**src/rtl/hamming_74_secded_dec.sv**
```systemverilog
// SECDED(8,4) receive decoder: Hamming(7,4) code word plus overall parity.
// Two-stage valid/ready pipeline with saturating error event counters.
`timescale 1ns/1ps

module hamming_74_secded_dec #(
    parameter int CNT_W = 16
) (
    input  logic             clk,
    input  logic             rst,
    input  logic             in_valid,
    output logic             in_ready,
    input  logic [6:0]       in_code,
    input  logic             in_parity,
    output logic             out_valid,
    input  logic             out_ready,
    output logic [3:0]       out_data,
    output logic [2:0]       out_syndrome,
    output logic             out_corrected,
    output logic             out_uncorrectable,
    input  logic             cnt_clear,
    output logic [CNT_W-1:0] corr_count,
    output logic [CNT_W-1:0] uncorr_count
);

    localparam logic [CNT_W-1:0] CNT_ONE = CNT_W'(1);
    localparam logic [CNT_W-1:0] CNT_MAX = '1;

    logic             s1_valid_q, s1_valid_d;
    logic [6:0]       s1_code_q,  s1_code_d;
    logic [2:0]       s1_syn_q,   s1_syn_d;
    logic             s1_pe_q,    s1_pe_d;

    logic             s2_valid_q, s2_valid_d;
    logic [3:0]       s2_data_q,  s2_data_d;
    logic [2:0]       s2_syn_q,   s2_syn_d;
    logic             s2_corr_q,  s2_corr_d;
    logic             s2_unc_q,   s2_unc_d;

    logic [CNT_W-1:0] corr_cnt_q,   corr_cnt_d;
    logic [CNT_W-1:0] uncorr_cnt_q, uncorr_cnt_d;

    logic             s1_load;
    logic             s2_load;
    logic             out_hs;
    logic [6:0]       flip_mask;
    logic [6:0]       fixed_code;
    logic             syn_nz;

    assign s2_load  = !s2_valid_q || out_ready;
    assign s1_load  = !s1_valid_q || s2_load;
    assign in_ready = s1_load;
    assign out_hs   = s2_valid_q && out_ready;

    // Stage 1: capture the word together with its syndrome and parity check.
    always_comb begin
        s1_valid_d = s1_valid_q;
        s1_code_d  = s1_code_q;
        s1_syn_d   = s1_syn_q;
        s1_pe_d    = s1_pe_q;
        if (s1_load) begin
            s1_valid_d = in_valid;
            if (in_valid) begin
                s1_code_d   = in_code;
                s1_syn_d[0] = in_code[0] ^ in_code[2] ^ in_code[4] ^ in_code[6];
                s1_syn_d[1] = in_code[1] ^ in_code[2] ^ in_code[5] ^ in_code[6];
                s1_syn_d[2] = in_code[3] ^ in_code[4] ^ in_code[5] ^ in_code[6];
                s1_pe_d     = (^in_code) ^ in_parity;
            end
        end
    end

    // Syndrome value n points at code position n, i.e. code bit n-1.
    always_comb begin
        for (int i = 0; i < 7; i++) begin
            flip_mask[i] = (s1_syn_q == 3'(i + 1));
        end
    end

    assign syn_nz     = (s1_syn_q != 3'd0);
    assign fixed_code = (syn_nz && s1_pe_q) ? (s1_code_q ^ flip_mask) : s1_code_q;

    // Stage 2: classify and extract data; a double error passes data uncorrected.
    always_comb begin
        s2_valid_d = s2_valid_q;
        s2_data_d  = s2_data_q;
        s2_syn_d   = s2_syn_q;
        s2_corr_d  = s2_corr_q;
        s2_unc_d   = s2_unc_q;
        if (s2_load) begin
            s2_valid_d = s1_valid_q;
            if (s1_valid_q) begin
                s2_data_d = {fixed_code[6], fixed_code[5], fixed_code[4], fixed_code[2]};
                s2_syn_d  = s1_syn_q;
                s2_corr_d = s1_pe_q;
                s2_unc_d  = syn_nz && !s1_pe_q;
            end
        end
    end

    // Counters count delivered words only; a clear beats a same-cycle increment.
    always_comb begin
        corr_cnt_d   = corr_cnt_q;
        uncorr_cnt_d = uncorr_cnt_q;
        if (cnt_clear) begin
            corr_cnt_d   = '0;
            uncorr_cnt_d = '0;
        end else if (out_hs) begin
            if (s2_corr_q && (corr_cnt_q != CNT_MAX)) begin
                corr_cnt_d = corr_cnt_q + CNT_ONE;
            end
            if (s2_unc_q && (uncorr_cnt_q != CNT_MAX)) begin
                uncorr_cnt_d = uncorr_cnt_q + CNT_ONE;
            end
        end
    end

    always_ff @(posedge clk or posedge rst) begin
        if (rst) begin
            s1_valid_q   <= 1'b0;
            s1_code_q    <= '0;
            s1_syn_q     <= '0;
            s1_pe_q      <= 1'b0;
            s2_valid_q   <= 1'b0;
            s2_data_q    <= '0;
            s2_syn_q     <= '0;
            s2_corr_q    <= 1'b0;
            s2_unc_q     <= 1'b0;
            corr_cnt_q   <= '0;
            uncorr_cnt_q <= '0;
        end else begin
            s1_valid_q   <= s1_valid_d;
            s1_code_q    <= s1_code_d;
            s1_syn_q     <= s1_syn_d;
            s1_pe_q      <= s1_pe_d;
            s2_valid_q   <= s2_valid_d;
            s2_data_q    <= s2_data_d;
            s2_syn_q     <= s2_syn_d;
            s2_corr_q    <= s2_corr_d;
            s2_unc_q     <= s2_unc_d;
            corr_cnt_q   <= corr_cnt_d;
            uncorr_cnt_q <= uncorr_cnt_d;
        end
    end

    assign out_valid         = s2_valid_q;
    assign out_data          = s2_data_q;
    assign out_syndrome      = s2_syn_q;
    assign out_corrected     = s2_corr_q;
    assign out_uncorrectable = s2_unc_q;
    assign corr_count        = corr_cnt_q;
    assign uncorr_count      = uncorr_cnt_q;

endmodule

```
**config.mk**
```make
export PLATFORM = sky130hd
export DESIGN_NAME = hamming_74_secded_dec
export DESIGN_NICKNAME = d
export VERILOG_FILES = /design/src/rtl/hamming_74_secded_dec.sv
export SDC_FILE = /design/constraint.sdc
export NUM_CORES = 1
export LEC_CHECK = 0
export BUFFER_PORTS_ARGS = -buffer_cell sky130_fd_sc_hd__buf_2
export CORE_MARGIN = 2
export CORE_UTILIZATION = 45
export DETAILED_ROUTE_END_ITERATION = 10
export GPL_TIMING_DRIVEN = 0
export PLACE_DENSITY = 0.68
export SYNTH_ARGS = -nofsm -noshare
export SYNTH_HDL_FRONTEND = slang
export SYNTH_SLANG_ARGS = --single-unit
```
**constraint.sdc**
```tcl
create_clock -name clk -period 2.7 [get_ports clk]
set_clock_uncertainty 0.2 [all_clocks]
set_input_delay 0.27 -clock clk [delete_from_list [all_inputs] [get_ports clk]]
set_output_delay 0.27 -clock clk [all_outputs]
set_load 0.005 [all_outputs]
```
==> impl_metrics.tcl <==
set metrics [dict create \
    result_of_the_run "finished, final reports clean" \
    io_buffers 54 \
    final.fill_count 556 \
    fin_hold_ws_ns 0.0164 \
    antenna_found_initial 0 \
    ys_dominant_reg_cell "sky130_fd_sc_hd__dfrtp_1" \
    ir_worst_vdd_mv 0.337 \
    globalRoute.totalOverflow 0 \
    cts_sinks 51 \
    dp_hpwl_um 4550 \
    sequential_cell_area_mm2 0.00128 \
    share_of_final_layout_standard_cells_stronger_than_drive_strength_1_pct 22.7 \
    synth.top_cells.by_area "sky130_fd_sc_hd__dfrtp_1 47%, sky130_fd_sc_hd__or4_1 5.5%, sky130_fd_sc_hd__o31ai_1 5.2%" \
    synth_cell_types 41 \
    drt_iter0_drc 119 \
    synth_most_common_cell "sky130_fd_sc_hd__dfrtp_1" \
    arr_time_crit_path_ns 2.47 \
    pin_count_of_the_biggest_net_entering_global_routing 28 \
    root_buffer "sky130_fd_sc_hd__clkbuf_8" \
    floorplan.rows 28 \
    clk-insertion-delay-late_ns 0.31 \
    ys_async_sr_fraction_pct 100 \
    groute.usage.overall_pct 19.9 \
    path_clk_slew_ns 0.10 \
    layout.nets 357 \
    rsz0062_at_grt "no" \
    fmax_mhz 404 \
    mappedNetlistArea_mm2 0.00274 \
    pre_cts_ws_ns 0.252 \
    tritoncts_clock_tree "yes" \
    cpPeakStageDelay_ns 0.79 \
    timing.critical_path.required_ns 2.70 \
    wirelength_met1_um 2780 \
    multi_input_area_mm2 0.00141 \
    synth.top_cell.area_share_pct 46.5 \
    detail_route.first_pass.iterations 4 \
    ys_ff_latch 51 \
    drt-vias-per-instance 5.93 \
    detailroute.wirelength.met3_um 346 \
    worstHoldPathType "primary input to flop" \
    fin_crit_ns 2.48 \
    worst_path_cell_with_the_longest_stage_delay "sky130_fd_sc_hd__nor4_2" \
    cts.repair_timing.setup_buffer_count 0 \
    syn-num-nets 293 \
    p_leak_nw 1.38 \
    yosys-top-cells-count "51 x sky130_fd_sc_hd__dfrtp_1, 22 x sky130_fd_sc_hd__a21oi_1, 20 x sky130_fd_sc_hd__nand2_1, 20 x sky130_fd_sc_hd__or4_1, 19 x sky130_fd_sc_hd__o31ai_1" \
    report.final.slew_viol_count 0 \
    floorplan.io_pins 56 \
    numCtsBuffers 5 \
    synth_sequential_area_ratio_pct 46.5 \
    topRoutingLayerUsed "met4" \
    netlist.top_cell.by_area "sky130_fd_sc_hd__dfrtp_1" \
    worst_setup_path_end_kind "flop" \
    design.die.area_mm2 0.00674 \
    syn2layout_area_growth_pct 19.2 \
    synth-edff-count 0 \
    antenna_violating_nets_post_route 0 \
    detail_route.wirelength_um 6330 \
    layout_setup_ws_ns 0.223 \
    final_hold_vios 0 \
    largest_fanout_on_the_critical_path 10 \
    die_h_um 82.1 \
    routabilityCongestion 0.852 \
    drv_cap 0 \
    met2_wirelength_um 3170 \
    finalSetupViolations 0 \
    number_of_instances_in_the_synthesized_netlist 278 \
    syn_avg_cell_area_um2 9.87 \
    starting_density_pct 46.3 \
    post-route-period-util_pct 91.7 \
    power_per_standard_cell_area_mw_per_mm2 537 \
    vias 2477 \
    grt_pass1_vias 2224 \
    tightest_slew_ns 0.817 \
    grt_first_pass_wirelength_um 10600 \
    critical_path.startpoint_type "flop" \
    dieWidth_um 82.1 \
    cts.htree.levels 2 \
    clock_path_buffers 2 \
    timing.slew.headroom_pct 45.1 \
    drcViolationCount 0 \
    synthesis_warning_total 0 \
    post_drt_wl_per_cell_um 15.2 \
    cells_along_the_critical_path "ha_1, nand4_1, nor4_2, nor2_1, mux2_1" \
    fp.coreArea_mm2 0.00592 \
    tns_ns 0 \
    num_antenna_cells 0 \
    critical_path_class "flop to flop" \
]
-- worst paths after layout --
kind	from	to	slack, ns	cells after the start
max	corr_count[0]$_DFFE_PP0P_	corr_count[0]$_DFFE_PP0P_	0.22	5
min	in_code[4]	s1_code_q[4]$_DFFE_PP0P_	0.02	2
min reg2reg	out_data[3]$_DFFE_PP0P_	out_data[3]$_DFFE_PP0P_	0.29	2
min in group asynchronous	rst	uncorr_count[3]$_DFFE_PP0P_	0.39	3
max in group asynchronous	rst	corr_count[0]$_DFFE_PP0P_	1.38	4
max reg2reg	corr_count[0]$_DFFE_PP0P_	corr_count[0]$_DFFE_PP0P_	0.22	5
-- registers in the layout, indices dropped and copies added (netlist names) --
name,cells
s1_pe_q,1
s1_syn_q,3
out_corrected,1
out_valid,1
s1_code_q,4
out_syndrome,3
corr_count,16
uncorr_count,16
out_data,4
out_uncorrectable,1
s1_valid_q,1
-- cell type report --
type,instances,area share (%)
inverter,7,0.804
timing repair buffer,57,9.49
multi-input combinational,209,43.0
clock inverter,3,1.34
sequential,51,39.1
buffer,11,1.30
clock buffer,5,2.11
tap,75,2.87
-- layer usage --
| metal | up-vias | global-route usage [%] |
|---|---|---|
| met5 | - | 0 |
| met4 | 0 | 5.17 |
| met3 | 7 | 4.51 |
| met2 | 70 | 33.3 |
| met1 | 1215 | 26.1 |
| li1 | 1185 | - |
-- worst max-delay path, delay by kind of cell, from the launching register on --
kind          cells  cell delay, ns
fa+ha+maj         1            0.23
flops             1            0.43
mux               1            0.34
simple gates      3            1.16
-- power breakdown --
part / total, W / internal [W] / leakage [nW] / switching (W)
clock: 0.000550 / 0.000277 / 0.0581 / 0.000273
combinational: 0.000288 / 0.000141 / 0.654 / 0.000147
sequential: 0.000919 / 0.000841 / 0.673 / 0.0000773
total: 0.00176 / 0.00126 / 1.38 / 0.000498
-- timing repair --
item                                    in CTS  in global routing
endpoints found under the setup margin       0                  2
hold buffers                                 2                  0
endpoints found under the hold margin       25                  0
resized for setup                            0                  1
-- kinds of logic (layout without fill, tap and decap cells) --
group	count (synthesis)	in the layout	synth area share [%]
compound gates	60	60	13.5
xor+xnor	15	15	4.79
fa+ha+maj	2	2	0.912
buf+inv	18	83	2.51
flops	51	51	46.5
mux	15	15	6.02
simple gates	117	117	25.7
-- per-stage QoR --
step           utilization [%]  instances  area [um^2]  total power, W
2_1_floorplan                -        278         2740         0.00110
3_3_place_gp              52.5        407         3110         0.00121
3_5_place_dp              52.8        408         3130         0.00122
4_1_cts                   55.1        418         3260         0.00177
5_1_grt                   55.2        418         3270         0.00185
6_report                  55.2        418         3270         0.00176
-- cell usage in the layout (no fill, tap or decap), types with 4 or more instances in the layout --
cell type	instances
sky130_fd_sc_hd__o21ai_0	11
sky130_fd_sc_hd__clkbuf_1	9
sky130_fd_sc_hd__o31ai_1	19
sky130_fd_sc_hd__nor3_1	7
sky130_fd_sc_hd__nor4_1	4
sky130_fd_sc_hd__a21oi_1	22
sky130_fd_sc_hd__xor2_1	8
sky130_fd_sc_hd__nand3_1	12
sky130_fd_sc_hd__and3_1	6
sky130_fd_sc_hd__mux2_2	9
sky130_fd_sc_hd__nand4_1	11
sky130_fd_sc_hd__dfrtp_1	51
sky130_fd_sc_hd__or4_1	20
sky130_fd_sc_hd__inv_1	6
sky130_fd_sc_hd__clkbuf_8	5
sky130_fd_sc_hd__nor2_1	8
sky130_fd_sc_hd__xnor2_1	7
sky130_fd_sc_hd__nand2_1	20
sky130_fd_sc_hd__buf_2	55
sky130_fd_sc_hd__nand2b_1	6
No activity file was read; power rests on OpenSTA's default activity.
